## src/rtl/prime_pkg.sv

```systemverilog
// Shared types and constants for the sequential prime generator.
package prime_pkg;

    localparam int unsigned DEFAULT_WIDTH = 16;

    typedef enum logic [2:0] {
        IDLE,
        CHECK,
        DIV,
        EMIT,
        NEXT,
        FIN
    } prime_state_t;

endpackage

```

## src/rtl/mod_unit.sv

```systemverilog
// Restoring remainder unit: one quotient bit per cycle, rem valid with the rdy pulse.
module mod_unit #(
    parameter int unsigned WIDTH = 16
) (
    input  logic             clk,
    input  logic             rst,
    input  logic             go,
    input  logic [WIDTH-1:0] dividend,
    input  logic [WIDTH-1:0] divisor,
    output logic [WIDTH-1:0] rem,
    output logic             rdy
);

    localparam int unsigned CntW = $clog2(WIDTH + 1);

    logic [WIDTH-1:0] dvd_q;
    logic [WIDTH-1:0] dsr_q;
    logic [WIDTH-1:0] rem_q;
    logic [CntW-1:0]  cnt_q;
    logic             active_q;
    logic             rdy_q;

    logic [WIDTH:0]   trial;
    logic             trial_ge;
    logic [WIDTH-1:0] rem_next;

    // Trial < 2*divisor, so the subtracted value always fits in WIDTH bits.
    always_comb begin
        trial    = {rem_q, dvd_q[WIDTH-1]};
        trial_ge = (trial >= {1'b0, dsr_q});
        rem_next = trial_ge ? (trial[WIDTH-1:0] - dsr_q) : trial[WIDTH-1:0];
    end

    always_ff @(posedge clk) begin
        if (rst) begin
            dvd_q    <= '0;
            dsr_q    <= '0;
            rem_q    <= '0;
            cnt_q    <= '0;
            active_q <= 1'b0;
            rdy_q    <= 1'b0;
        end else begin
            rdy_q <= 1'b0;
            if (go) begin
                dvd_q    <= dividend;
                dsr_q    <= divisor;
                rem_q    <= '0;
                cnt_q    <= CntW'(WIDTH);
                active_q <= 1'b1;
            end else if (active_q) begin
                rem_q <= rem_next;
                dvd_q <= {dvd_q[WIDTH-2:0], 1'b0};
                cnt_q <= cnt_q - CntW'(1);
                if (cnt_q == CntW'(1)) begin
                    active_q <= 1'b0;
                    rdy_q    <= 1'b1;
                end
            end
        end
    end

    assign rem = rem_q;
    assign rdy = rdy_q;

endmodule

```

## src/rtl/prime_gen.sv

```systemverilog
// Streams every prime in [2, limit] in ascending order using trial division
// against a shared multi-cycle remainder unit.
module prime_gen
    import prime_pkg::*;
#(
    parameter int unsigned WIDTH = DEFAULT_WIDTH
) (
    input  logic             clk,
    input  logic             rst,
    input  logic             start,
    input  logic [WIDTH-1:0] limit,
    output logic [WIDTH-1:0] prime,
    output logic             prime_valid,
    input  logic             prime_ready,
    output logic             busy,
    output logic             done
);

    prime_state_t     state_q;
    logic [WIDTH-1:0] lim_q;
    logic [WIDTH-1:0] cand_q;
    logic [WIDTH-1:0] d_q;
    logic [WIDTH-1:0] prime_q;
    logic             prime_valid_q;
    logic             busy_q;
    logic             done_q;

    logic [2*WIDTH-1:0] d_ext;
    logic [2*WIDTH-1:0] cand_ext;
    logic [2*WIDTH-1:0] sq;
    logic               sq_gt_cand;
    logic               mod_go;
    logic [WIDTH-1:0]   mod_rem;
    logic               mod_rdy;

    // Double-width square: d*d > cand ends the search without d ever overflowing.
    always_comb begin
        d_ext      = {{WIDTH{1'b0}}, d_q};
        cand_ext   = {{WIDTH{1'b0}}, cand_q};
        sq         = d_ext * d_ext;
        sq_gt_cand = (sq > cand_ext);
        mod_go     = (state_q == CHECK) && !sq_gt_cand;
    end

    mod_unit #(
        .WIDTH (WIDTH)
    ) u_mod_unit (
        .clk      (clk),
        .rst      (rst),
        .go       (mod_go),
        .dividend (cand_q),
        .divisor  (d_q),
        .rem      (mod_rem),
        .rdy      (mod_rdy)
    );

    always_ff @(posedge clk) begin
        if (rst) begin
            state_q       <= IDLE;
            lim_q         <= '0;
            cand_q        <= '0;
            d_q           <= '0;
            prime_q       <= '0;
            prime_valid_q <= 1'b0;
            busy_q        <= 1'b0;
            done_q        <= 1'b0;
        end else begin
            done_q <= 1'b0;
            unique case (state_q)
                IDLE: begin
                    // A start coinciding with the done pulse is dropped.
                    if (start && !done_q) begin
                        lim_q   <= limit;
                        cand_q  <= WIDTH'(2);
                        d_q     <= WIDTH'(2);
                        busy_q  <= 1'b1;
                        state_q <= (limit < WIDTH'(2)) ? FIN : CHECK;
                    end
                end
                CHECK: begin
                    state_q <= sq_gt_cand ? EMIT : DIV;
                end
                DIV: begin
                    if (mod_rdy) begin
                        if (mod_rem == '0) begin
                            state_q <= NEXT;
                        end else begin
                            d_q     <= d_q + WIDTH'(1);
                            state_q <= CHECK;
                        end
                    end
                end
                EMIT: begin
                    if (!prime_valid_q) begin
                        prime_q       <= cand_q;
                        prime_valid_q <= 1'b1;
                    end else if (prime_ready) begin
                        prime_valid_q <= 1'b0;
                        state_q       <= NEXT;
                    end
                end
                NEXT: begin
                    if ((cand_q == lim_q) || (&cand_q)) begin
                        state_q <= FIN;
                    end else begin
                        cand_q  <= cand_q + WIDTH'(1);
                        d_q     <= WIDTH'(2);
                        state_q <= CHECK;
                    end
                end
                FIN: begin
                    done_q  <= 1'b1;
                    busy_q  <= 1'b0;
                    state_q <= IDLE;
                end
                default: begin
                    state_q <= IDLE;
                end
            endcase
        end
    end

    assign prime       = prime_q;
    assign prime_valid = prime_valid_q;
    assign busy        = busy_q;
    assign done        = done_q;

endmodule

```

## config.mk

```make
export PLATFORM = sky130hd
export DESIGN_NAME = prime_gen
export DESIGN_NICKNAME = d
export VERILOG_FILES = /design/src/rtl/prime_pkg.sv /design/src/rtl/mod_unit.sv /design/src/rtl/prime_gen.sv
export SDC_FILE = /design/constraint.sdc
export NUM_CORES = 1
export LEC_CHECK = 0
export CAP_MARGIN = 0
export CORE_MARGIN = 2
export CORE_UTILIZATION = 62
export CTS_BUF_LIST = sky130_fd_sc_hd__clkbuf_4 sky130_fd_sc_hd__clkbuf_8 sky130_fd_sc_hd__clkbuf_16
export DETAILED_ROUTE_END_ITERATION = 6
export PLACE_DENSITY_LB_ADDON = 0.2
export REMOVE_ABC_BUFFERS = 1
export SYNTH_ARGS = -nofsm -noshare
export SYNTH_HDL_FRONTEND = slang
export SYNTH_HIERARCHICAL = 1
export SYNTH_SLANG_ARGS = --single-unit
```

## constraint.sdc

```tcl
create_clock -name clk -period 9.4 [get_ports clk]
set_input_delay 1.41 -clock clk [delete_from_list [all_inputs] [get_ports clk]]
set_output_delay 1.41 -clock clk [all_outputs]
set_load 0.05 [all_outputs]
```

==> results of run 1 <==
## cells in the mapped netlist (4+ instances only)
library cell	instances
xor2_1	35
nand2_1	196
xnor2_1	43
nor4_1	18
a21o_1	21
o21ai_1	10
nand3_1	31
clkbuf_1	57
fa_1	164
mux2i_1	39
dfxtp_1	125
a31oi_1	15
o211ai_1	6
o21ai_0	41
a21boi_0	4
or3_1	10
or4_1	5
o31ai_1	8
and2_1	50
nand4_1	31
ha_1	136
a21oi_2	7
a21oi_1	100
inv_1	276
o2111ai_1	7
nor3_1	19
buf_2	14
nand2b_1	14
a211oi_1	8
o22ai_1	6
or2_2	7
and3_1	15
o21a_1	10
nor2_1	124
buf_6	6
nor2b_1	8
## path summary, 6_finish.rpt
kind	from	end	depth (start not counted)
hold / removal	prime[13]	prime[13]	2
setup reg to reg	d_q[1]	u_mod_unit/rem[0]	31
setup / recovery	d_q[1]	u_mod_unit/rem[0]	31
hold reg to reg	prime[13]	prime[13]	2
## layout by cell type (no fill, tap or decap), types with 7 or more instances in the layout
cell type        instances
a211oi_1                 8
a21o_1                  21
a21oi_1                100
a21oi_2                  7
a31oi_1                 15
and2_1                  50
and3_1                  15
buf_4                   21
clkbuf_16               17
clkdlybuf4s50_1         37
dfxtp_1                123
fa_1                   164
ha_1                   136
inv_1                  276
mux2i_1                 39
nand2_1                196
nand2b_1                14
nand3_1                 31
nand4_1                 31
nor2_1                 123
nor2b_1                  8
nor3_1                  19
nor4_1                  16
o2111ai_1                7
o21a_1                  10
o21ai_0                 41
o21ai_1                 10
o31ai_1                  8
or2_2                    7
or3_1                   10
xnor2_1                 43
xor2_1                  35
## state kept, by name (all words and copies together), names as in the netlist
signal / cells
prime: 16
state_q: 3
busy: 1
done: 1
prime_valid: 1
d_q: 16
u_mod_unit/active_q: 1
cand_q: 16
u_mod_unit/dvd_q: 16
u_mod_unit/rdy: 1
u_mod_unit/dsr_q: 16
u_mod_unit/rem: 16
u_mod_unit/cnt_q: 5
lim_q: 16
## through the flow
step / instances / setup TNS (ns)
floorplan: 1655 / -167.92
global route: 2066 / 0
finish: 2066 / 0
CTS: 2066 / 0
detailed placement: 2034 / 0
global placement: 2034 / 0
## tightest hold or removal path, cell delays in order, from the launching register on
cell and delay (ns):
dfxtp_1 0.31, nand2_1 0.05, a21oi_1 0.05
## metal layers
layer / share of wire (%) / wire [um] / GRT usage [%] / up-vias
li1: - / - / - / 5691
met1: 43 / 15320 / 40.68 / 5732
met2: 48 / 16870 / 50.09 / 428
met3: 6.7 / 2368 / 5.396 / 59
met4: 2.3 / 808 / 9.091 / 0
met5: 0 / 0 / 0 / -
## area by class of cell
class / instances / area, sq um / area share (%)
clock buffer: 17 / 425.4 / 2.703
clock inverter: 15 / 170.2 / 1.081
inverter: 276 / 1036 / 6.582
multi-input combinational: 1254 / 10650 / 67.67
sequential: 125 / 2505 / 15.91
tap: 319 / 399.1 / 2.536
timing repair buffer: 60 / 553.0 / 3.514
## logic make-up (layout without fill, tap and decap cells)
kind of cell               Yosys count  in the layout  share of synthesized area [%]
AOI/OAI and AO/OA                  288            288                          13.13
xor gates and xnor gates            78             78                          4.692
adders and majority gates          300            300                          34.24
buffers and inverters              359            368                          9.762
DFF                                125            125                          17.19
muxes                               41             41                          2.836
and+or+nand+nor                    547            547                          18.16
## timing repair
item	CTS	global route
endpoints found under the hold margin	0	0
buffers inserted	0	0
setup endpoints to repair	0	10
resized for setup	0	3
## report_power, final
part / leakage (nW) / total, mW / internal, mW / switching [mW]
clock network: 0.287 / 0.672 / 0.379 / 0.293
logic: 6.40 / 1.07 / 0.379 / 0.690
registers: 1.01 / 0.656 / 0.579 / 0.0765
total: 7.70 / 2.40 / 1.34 / 1.06
==> flow_summary.toml, run 1 <==
[grt]
grt_start_max_net_pins = 52
antenna_found_initial = 0
grt_first_pass_wirelength_mm = 59.57
grt_usage_pct = 30.27
grt_pass1_vias = 12030
grt_overflow = 0

[timing]
grt_setup_unrepaired = "false"
period_share_pct = 94.24
worst_pin_slew_ns = 1.073
period_needed_ns = 8.859
relSlewSlack_pct = 28.20
slew_violations = 0
hold_viol = 0
worst_slack_ns = 0.5414
finalSetupViolations = 0
hold_ws_ns = 0.4592
fin_worst_skew_ns = 0.01026
fmax_mhz = 112.9

[setup_path]
cp_top_family = "adder cells"
ff2ff_setup_slack_ns = 0.54
cpMostUsedCell = "fa_1"
worst-path-max-fanout = 51
crit_slowest_cell = "dfxtp_1"
worstSetupPathType = "flip-flop to flip-flop"
start_kind = "flip-flop"
critical_path_arrival_ns = 9.16
cp.buffers_inverters = 4
end_kind = "flip-flop"
cp_data_required_time_ns = 9.71
critPathMaxStageDelay_ns = 0.69

[cells_and_area]
n_fill_cell = 1957
area_growth_pct = 8.103
fin_nets = 2054
fin_util_pct = 67.66
drive_above_1_share_pct = 5.896
diodes = 0
stdcell_area_sq_mm = 0.01574

[yosys]
synth_cell_type_count = 80
ys_top_cells_by_area = "fa_1, dfxtp_1, ha_1"
yosysTopAreaCell = "fa_1"
yosys_warnings = 6
syn_inst = 1738
synthesis.area_sq_mm = 0.01456
syn_avg_cell_area_sq_um = 8.378
synth-edff-count = 0
synth_flop_cell = "dfxtp_1"
synth_top_area_share_pct = 22.55
synthArstFlopShare_pct = 0
synth_seq_area_share_pct = 17.19
yosys_register_bits = 125

[power_and_ir_drop]
power.density_mw_per_mm2 = 152.3
peakVddDrop_mv = 0.1511
p_leak_nw = 7.699
finalPower_mw = 2.397

[clocking]
cts_root_buffer = "clkbuf_16"
cts_buffers = 17
cts_num_sinks = 125
cts_hold_buf = 0
cts_tree = "built"
cts_max_path_buffers = 2
htreeDepth = 4
cts.reportedPaths.clkPinSlew_ns = 0.06
clkLatencyLatePin_ns = 0.43

[floorplanning]
rows = 56
core_sq_mm = 0.02326
die_h_um = 157.2
die_w_um = 157.2
start_util_pct = 62.59
dieArea_sq_mm = 0.02473
ios = 39

[outcome]
outcome = "complete, no violations"

[route]
via_count = 11910
first_pass_iters = 5
wirelength_mm = 35.37
wl_per_cell_um = 17.12
drtAntennaViolNets = 0
drt_iter0_markers = 978
remaining_drc_errors = 0
via_per_inst = 5.765

[placement]
io_buffer_count = 38
gp_routability_congestion = 0.9126
post-dp-hpwl_mm = 27.62
place_ws_ns = 0.5147
dpl_cell_area_sq_mm = 0.01514

[worst_hold_path]
hold_path_class = "flip-flop to flip-flop"

[job]
max-cap-violations = 0
Note: power is estimated with default switching activity, not from simulation.
==> run 2: changes to the inputs <==
Settings changed: SKIP_LAST_GASP from default to 1.
==> results of run 2 <==
The final DEF is identical to that of run 1; final timing and power are the same.
==> run 3: changes to the inputs <==
Settings changed: GPL_TIMING_DRIVEN from default to 0.
==> flow_summary.toml, run 3 (same netlist as run 1, synthesis figures left out) <==
[floorplanning]
rows = 56
core_sq_mm = 0.02326
die_h_um = 157.2
start_util_pct = 62.59
die_w_um = 157.2
dieArea_sq_mm = 0.02473
ios = 39

[timing]
worst_slack_ns = 0.3396
fmax_mhz = 110.4
hold_viol = 0
finalSetupViolations = 0
period_share_pct = 96.39
period_needed_ns = 9.060
grt_setup_unrepaired = "false"
worst_pin_slew_ns = 1.446
relSlewSlack_pct = 3.580
setup_tns_ns = 0
fin_worst_skew_ns = 0.01815
slew_violations = 0

[clocking]
cts_buffers = 17
cts_hold_buf = 0
htreeDepth = 4
cts_num_sinks = 125
cts_max_path_buffers = 2
cts_root_buffer = "clkbuf_16"
cts_tree = "built"
cts.reportedPaths.clkPinSlew_ns = 0.07
clkLatencyLatePin_ns = 0.44

[setup_path]
start_kind = "flip-flop"
r2r_cells = 24
worst-path-max-fanout = 23
worstReg2RegStart = "d_q[13]"
cp_top_family = "adder cells"
end_kind = "flip-flop"
critPathMaxStageDelay_ns = 0.96
endpoint = "u_mod_unit/rem[13]"
reg2reg_to = "u_mod_unit/rem[13]"
cpMostUsedCell = "fa_1"
worstSetupPathType = "flip-flop to flip-flop"
crit_slowest_cell = "dfxtp_1"
critical_path_arrival_ns = 9.40
cp.buffers_inverters = 5
ff2ff_setup_slack_ns = 0.34
cp_data_required_time_ns = 9.74
crit_cells = 24
crit_chain = "nand2_1, fa_1, inv_1, fa_1, fa_1, fa_1, fa_1, inv_1, fa_1, inv_1, ha_1, nand4_1, nor3_1, o21ai_0, a211oi_1, or3_1, nor3_1, o311ai_0, nor4_4, buf_6, buf_4, nor2_2, nand2_1, o31ai_1"
crit_start = "d_q[13]"

[power_and_ir_drop]
p_leak_nw = 7.653
power.density_mw_per_mm2 = 154.3
finalPower_mw = 2.426
peakVddDrop_mv = 0.3211

[route]
wirelength_mm = 34.27
via_per_inst = 5.782
route.met2.wl_mm = 16.67
wl_met1_mm = 14.93
remaining_drc_errors = 0
via_count = 11870
first_pass_iters = 7
drt_iter0_markers = 818
drtAntennaViolNets = 0
highest_layer = "met4"
wl_met3_mm = 1.923
wl_per_cell_um = 16.69

[placement]
gp_routability_congestion = 0.9600
io_buffer_count = 38
dpl_cell_area_sq_mm = 0.01505
place_ws_ns = -0.6053
post-dp-hpwl_mm = 25.60

[job]
max-cap-violations = 0

[cells_and_area]
diodes = 0
mostFrequentLayoutCell = "inv_1"
area_growth_pct = 7.957
drive_above_1_share_pct = 5.940
stdcell_area_sq_mm = 0.01572
layout_common_cells = "inv_1, nand2_1, fa_1, ha_1, nor2_1"
fin_util_pct = 67.57
fin_nets = 2041

[grt]
antenna_found_initial = 0
grt_pass1_vias = 11480
grt_first_pass_wirelength_mm = 56.79
grt_usage_pct = 28.96
grt_overflow = 0
grt_start_max_net_pins = 52

[outcome]
outcome = "complete, no violations"

[worst_hold_path]
hold_path_class = "flip-flop to flip-flop"
run 3: cell count changes in the layout (fill, tap and decap cells not counted), moves of 2 or more:
cell / previous run / this run
buf_4: 21 / 6
clkinv_4: 2 / 0
clkinv_8: 1 / 5
dfxtp_1: 123 / 111
dfxtp_2: 2 / 12
dfxtp_4: 0 / 2
inv_8: 5 / 3
run 3: worst min path at each step:
stage / startpoint / endpoint / slack, ns / cells past startpoint
6_report: prime[5] / prime[5] / 0.46 / 2
2_1_floorplan: lim_q[10] / lim_q[10] / 0.44 / 2
3_5_place_dp: prime[5] / prime[5] / 0.45 / 2
4_1_cts: prime[5] / prime[5] / 0.46 / 2
5_1_grt: prime[11] / prime[11] / 0.47 / 2
3_3_place_gp: prime[5] / prime[5] / 0.44 / 2
run 3: routing by layer:
layer / global-route usage, % / up-vias
met2: 49.30 / 364
met4: 8.182 / 0
met3: 3.882 / 65
met1: 38.77 / 5756
met5: 0 / -
li1: - / 5685
run 3: area by class of cell:
type | count | area (sq um)
flip-flops and latches | 125 | 2525
multi-input cells | 1254 | 10670
inverters | 276 | 1036
clock buffers | 17 | 425.4
clock inverters | 15 | 195.2
well taps | 319 | 399.1
repair buffers | 47 | 471.7
fillers | 1966 | 7543
run 3: repair_timing:
action	in CTS	in global routing
pin swaps	0	1
setup buffers	0	1
cloned	0	0
endpoints found under the setup margin	37	37
resized for setup	12	6
run 3: worst min-delay path: cells and delay by family, from the launching register on:
kind	cells	cell delay [ns]
DFF	1	0.31
AOI/OAI and AO/OA	1	0.05
and+or+nand+nor	1	0.05
run 3: power breakdown:
part | switching, mW | internal [mW] | total, mW
sequential | 0.0848 | 0.580 | 0.665
combinational | 0.692 | 0.382 | 1.07
clock | 0.303 | 0.383 | 0.686
total | 1.08 | 1.35 | 2.43
run 3: stage by stage:
step / instances / hold WS [ns]
final: 2053 / 0.4552
after global routing: 2053 / 0.4723
after CTS: 2052 / 0.4570
after detailed placement: 2020 / 0.4474
after global placement: 2012 / 0.4433
after floorplan: 1655 / 0.4418
